[src/rtl/conv_result_collector.sv]
// conv_result_collector
// ---------------------
// Downstream stage of the convolution unit. Results from the convolution
// operator are accepted through a valid/ready handshake and held in a small
// FIFO. Results are counted into fixed-length frames. The final result of
// each frame is tagged with out_last. frame_done pulses once that tagged
// result has been consumed.
//
// Parameters
//   DEPTH      FIFO entries (power of two, >= 2)
//   FRAME_LEN  results per frame (>= 1)
//
// Ports
//   clk        sole clock, rising edge
//   rst        asynchronous active-low reset, released synchronously
//   in_result  result from the convolution operator
//   in_valid   in_result valid
//   in_ready   collector can accept a result (registered state only)
//   out_data   head-of-FIFO result
//   out_last   out_data is the last result of its frame
//   out_valid  out_data / out_last valid
//   out_ready  consumer accepts
//   frame_done one-cycle pulse, the cycle after a frame's last result popped
//   count      current occupancy, 0..DEPTH

package Conv;
  typedef logic [31:0] result_t;
endpackage

module conv_result_collector #(
  parameter int DEPTH     = 8,
  parameter int FRAME_LEN = 16
) (
  input  logic                               clk,
  input  logic                               rst,
  input  logic [$bits(Conv::result_t)-1:0]   in_result,
  input  logic                               in_valid,
  output logic                               in_ready,
  output logic [$bits(Conv::result_t)-1:0]   out_data,
  output logic                               out_last,
  output logic                               out_valid,
  input  logic                               out_ready,
  output logic                               frame_done,
  output logic [$clog2(DEPTH):0]             count
);

  localparam int DATA_W = $bits(Conv::result_t);
  localparam int PTR_W  = $clog2(DEPTH);
  localparam int CNT_W  = PTR_W + 1;
  // A one-result frame still needs a 1-bit counter so the vector is legal.
  localparam int FC_W   = (FRAME_LEN > 1) ? $clog2(FRAME_LEN) : 1;

  localparam logic [CNT_W-1:0] CNT_FULL = CNT_W'(DEPTH);
  localparam logic [FC_W-1:0]  FC_LAST  = FC_W'(FRAME_LEN - 1);

  // Result payload storage; contents are not reset, only the bookkeeping is.
  logic [DATA_W-1:0] data_mem [DEPTH];
  logic [DEPTH-1:0]  last_vec;

  logic [PTR_W-1:0] wr_ptr_reg, wr_ptr_next;
  logic [PTR_W-1:0] rd_ptr_reg, rd_ptr_next;
  logic [CNT_W-1:0] count_reg, count_next;
  logic [FC_W-1:0]  frame_cnt_reg, frame_cnt_next;
  logic             frame_done_reg, frame_done_next;

  logic push;
  logic pop;
  logic push_last;

  // Handshake flags derive purely from the occupancy register, so a pop in
  // a full cycle never opens in_ready combinationally.
  assign in_ready  = (count_reg != CNT_FULL);
  assign out_valid = (count_reg != '0);

  assign push      = in_valid && in_ready;
  assign pop       = out_valid && out_ready;
  assign push_last = (frame_cnt_reg == FC_LAST);

  assign out_data   = data_mem[rd_ptr_reg];
  // Gate the tag so a stale flag in an empty slot never shows up.
  assign out_last   = out_valid && last_vec[rd_ptr_reg];
  assign count      = count_reg;
  assign frame_done = frame_done_reg;

  always_comb begin
    wr_ptr_next     = wr_ptr_reg;
    rd_ptr_next     = rd_ptr_reg;
    count_next      = count_reg;
    frame_cnt_next  = frame_cnt_reg;
    frame_done_next = pop && out_last;

    if (push) begin
      wr_ptr_next    = wr_ptr_reg + PTR_W'(1);
      frame_cnt_next = push_last ? '0 : frame_cnt_reg + FC_W'(1);
    end
    if (pop) begin
      rd_ptr_next = rd_ptr_reg + PTR_W'(1);
    end

    case ({push, pop})
      2'b10:   count_next = count_reg + CNT_W'(1);
      2'b01:   count_next = count_reg - CNT_W'(1);
      default: count_next = count_reg;
    endcase
  end

  always_ff @(posedge clk or negedge rst) begin
    if (!rst) begin
      wr_ptr_reg     <= '0;
      rd_ptr_reg     <= '0;
      count_reg      <= '0;
      frame_cnt_reg  <= '0;
      frame_done_reg <= 1'b0;
    end else begin
      wr_ptr_reg     <= wr_ptr_next;
      rd_ptr_reg     <= rd_ptr_next;
      count_reg      <= count_next;
      frame_cnt_reg  <= frame_cnt_next;
      frame_done_reg <= frame_done_next;
    end
  end

  // Payload RAM: single write port at the write pointer.
  always_ff @(posedge clk) begin
    if (push) begin
      data_mem[wr_ptr_reg] <= in_result;
    end
  end

  // Per-entry frame-end flags, cleared by reset so no stale tag survives.
  genvar gi;
  generate
    for (gi = 0; gi < DEPTH; gi++) begin : g_entry
      logic wr_en;
      logic last_bit_reg;

      assign wr_en = push && (wr_ptr_reg == PTR_W'(gi));

      always_ff @(posedge clk or negedge rst) begin
        if (!rst) begin
          last_bit_reg <= 1'b0;
        end else if (wr_en) begin
          last_bit_reg <= push_last;
        end
      end

      assign last_vec[gi] = last_bit_reg;
    end
  endgenerate

endmodule

[config.mk]
export PLATFORM = sky130hd
export DESIGN_NAME = conv_result_collector
export DESIGN_NICKNAME = d
export VERILOG_FILES = /design/src/rtl/conv_result_collector.sv
export SDC_FILE = /design/constraint.sdc
export NUM_CORES = 1
export LEC_CHECK = 0
export ABC_CLOCK_PERIOD_IN_PS = 4500
export CAP_MARGIN = 20
export CELL_PAD_IN_SITES_DETAIL_PLACEMENT = 1
export CELL_PAD_IN_SITES_GLOBAL_PLACEMENT = 1
export CORE_ASPECT_RATIO = 0.9
export CORE_MARGIN = 10
export CORE_UTILIZATION = 52
export DETAILED_ROUTE_END_ITERATION = 10
export PLACE_DENSITY = 0.86
export SLEW_MARGIN = 20
export SYNTH_ARGS = -nofsm -noshare
export SYNTH_HDL_FRONTEND = slang
export SYNTH_SLANG_ARGS = --single-unit
[constraint.sdc]
create_clock -name clk -period 4.5 [get_ports clk]
set_input_delay 0.9 -clock clk [delete_from_list [all_inputs] [get_ports clk]]
set_output_delay 0.9 -clock clk [all_outputs]
set_load 0.01 [all_outputs]
==> out/metrics.csv <==
stage,metric,value,unit
global_route,grt ovf,0,
final_layout,Finished Core Util,0.6227,
floorplan,effective utilization at floorplan,0.5301,
clocking,post-CTS setup buffer count,0,
clocking,CTS HTree Levels,1,
clocking,clk buf depth,3,
timing,"Hold Violations, Final",0,
critical_path,capturing element type of the critical path,output pin,
logic_synthesis,synthesized-area fraction occupied by adder cells,0.01243,
clocking,"Reg clk slew, reported paths",0.06,ns
final_layout,Nets,636,
clocking,CTS tree,yes,
final_layout,layout cells sized above 1,0.2636,
critical_path,Worst Path Required,3.60,ns
outcome,status,"finished, final reports clean",
route,final WL,23.54,mm
min_path,Hold Crit Class,in -> async,
clocking,post-CTS sizing,0,
critical_path,Critical Path Slowest Stage Cell,dfrtp_4,
floorplan,Core ar.,20900,sq um
logic_synthesis,Post-synth top flop,edfxtp_1,
floorplan,num ports,76,
floorplan,Site Rows,50,
critical_path,"CP delay by family, top",buffers and inverters,
logic_synthesis,Post-synth EDFFs,256,
route,number of DRC markers in iteration 0,387,
timing,setup TNS,0,ns
critical_path,critical-path maximum fanout,31,
route,Pre-Repair DR Iteration Count,4,
route,routed vias/inst,5.789,
logic_synthesis,Post-synth top cells,"edfxtp_1 (256), mux4_2 (57), dfrtp_1 (23), mux2_4 (23), nand2_1 (19)",
logic_synthesis,synthesized net count,541,
power,peak supply drop,0.0003574,V
critical_path,crit path DAT,3.15,ns
floorplan,chip width,173.8,um
global_route,vias in the first global route,5829,
power,Leakage,4.382,nW
global_route,largest net degree at the start of global routing,41,
logic_synthesis,Netlist cell types,41,
logic_synthesis,"Cell Area, Synth",11080,sq um
final_layout,number of flip-flops under the largest register name,256,
timing,Slew HR,0.3594,
placed_design,port bufs,75,
logic_synthesis,sequential area share after synthesis,0.7460,
route,DRC,0,
clocking,Post-CTS Hold Fix Bufs,0,
route,vias post-DR,5181,
floorplan,total die area,27550,sq um
logic_synthesis,cell taking the most area after synthesis,edfxtp_1,
critical_path,Worst setup SP type,register,
critical_path,Max stage delay on crit path,0.85,ns
logic_synthesis,YS warnings,0,
clocking,Root Buffer,clkbuf_16,
timing,crit share post-route,0.8995,
logic_synthesis,mux cell area share after synthesis,0.1876,
logic_synthesis,post-synthesis xor/xnor area fraction,0.007116,
logic_synthesis,most common cell in the netlist,edfxtp_1,
logic_synthesis,"Async S/R FF share, synth",0.08244,
timing,Fmax,247.1,MHz
global_route,initial antenna violation count,1,
logic_synthesis,Synth top area share,0.6940,
global_route,total track usage,0.1724,
placed_design,dpl hpwl,13.84,mm
timing,Pins Over Slew Limit,0,
logic_synthesis,post-synthesis register bit count,279,
logic_synthesis,Avg Inst Size Synth,22.42,sq um
logic_synthesis,Synth Area in Simple Gates,0.02349,
logic_synthesis,Compound-Gate Fraction of Synth Area,0.004631,
clocking,CTS buffer count,27,
critical_path,crit-path cells,"buf_4, mux4_2, mux2_2, clkdlybuf4s50_1",
clocking,clk sink count,279,
critical_path,Setup CP Type,reg -> out,
timing,Final Setup Violations,0,
flow_run,Maximum Capacitance Violations,0,
clocking,Worst-Skew Late Latency,0.53,ns
power,Tot Pwr,8.541,mW
logic_synthesis,main combinational cell family by area after synthesis,multiplexers,
placed_design,routability congestion estimate,0.7510,
timing,Final min period,4.048,ns
logic_synthesis,post-synthesis cell count,494,
final_layout,area growth from synthesis to layout,17.46,%
route,Post-DRT Antenna Nets,0,
timing,clk_skew,0.007999,ns
logic_synthesis,Synth area leaders,"edfxtp_1 (69%), mux4_2 (12%), dfrtp_1 (5.2%)",
floorplan,Die Y,158.5,um
route,wire per inst,26.30,um
timing,Worst-Margin Slew,0.9610,ns
timing,RSZ-0062 raised after global routing,false,
global_route,first-pass GRT wire length,36.17,mm
power,PwrDens,656.4,nW/um^2
critical_path,critical path buffer and inverter count,2,
[cell type report]
class	instances	area, sq um
flip-flops and latches	279	8269
fillers	1757	7884
multi-input cells	185	2650
repair buffers	89	875.8
clock buffers	30	686.9
well taps	286	357.8
clock inverters	17	140.1
inverters	7	26.28
diodes	2	5.005
[layout by cell type (no fill, tap or decap), drive strengths merged]
cell type / Yosys / layout
clkinvlp: 0 / 2
a21o: 1 / 1
edfxtp: 256 / 256
inv: 7 / 10
clkbuf: 7 / 30
xnor2: 6 / 6
a21oi: 2 / 2
nor2b: 1 / 1
bufinv: 0 / 2
dfrtp: 23 / 23
nor2: 5 / 5
nor3b: 1 / 1
a2111oi: 1 / 1
ha: 11 / 11
or4: 1 / 1
nand3b: 1 / 1
nand2: 20 / 20
nor4b: 2 / 2
and3: 2 / 2
o21ai: 5 / 5
buf: 16 / 15
clkinv: 0 / 10
nor3: 7 / 7
mux2i: 1 / 1
nor4: 1 / 1
clkdlybuf4s50: 0 / 74
diode: 0 / 2
mux2: 41 / 41
nand2b: 1 / 1
nand3: 5 / 5
xor2: 3 / 3
mux4: 66 / 66
and2: 1 / 1
[worst reg2reg max path, cell delays in order (launching register included)]
cell and delay (ns):
dfrtp_1 0.55, nor4b_4 0.12, nor2b_2 0.48, inv_2 0.24
ha_1 0.35, xor2_1 0.17, ha_1 0.19, a21oi_1 0.15
xor2_1 0.19, nor2_1 0.07, xor2_1 0.15
[path summary, 6_finish.rpt]
kind | from | endpoint | slack (ns) | depth (start not counted)
setup / recovery | rd_ptr_reg[0] | out_data[22] | 0.45 | 4
setup reg to reg | count[0] | count[2] | 1.73 | 10
max in group asynchronous | rst | rd_ptr_reg[0] | 3.73 | 1
hold reg to reg | frame_cnt_reg[3] | frame_cnt_reg[3] | 0.49 | 1
hold / removal | rst | count[0] | 0.35 | 1
min in group clk | frame_cnt_reg[3] | frame_cnt_reg[3] | 0.49 | 1
[metrics by stage]
stage	area (sq um)	instances	hold slack [ns]	setup WS, ns
2_1_floorplan	11080	494	0.4341	0.4506
3_3_place_gp	12180	846	0.4519	0.9861
3_5_place_dp	12180	846	0.4800	0.9308
4_1_cts	13010	893	0.4967	0.3632
5_1_grt	13010	893	0.3765	0.2640
6_report	13010	895	0.3538	0.4524
[report_power, final]
group          switching, mW  leakage [nW]  internal, mW  total, mW
clock network          0.930         0.401          1.21       2.14
logic                   1.17          1.37          1.57       2.74
registers              0.398          2.61          3.26       3.66
[routing by layer]
layer / global-route usage / wire, um / vias to the layer above
li1: - / - / 2231
met1: 0.2238 / 9763 / 2759
met2: 0.2949 / 11970 / 159
met3: 0.03860 / 1435 / 32
met4: 0.03701 / 369 / 0
met5: 0 / 0 / -
[kinds of logic (layout without fill, tap and decap cells)]
group	count (synthesis)	after routing
AO/OA/AOI/OAI	9	9
adder cells (fa/ha/maj)	11	11
flip-flops	279	279
multiplexers	108	108
other	0	2
XOR/XNOR	9	9
buffers and inverters	30	143
AND/OR/NAND/NOR	48	48
(Power assumes the default switching activity.)
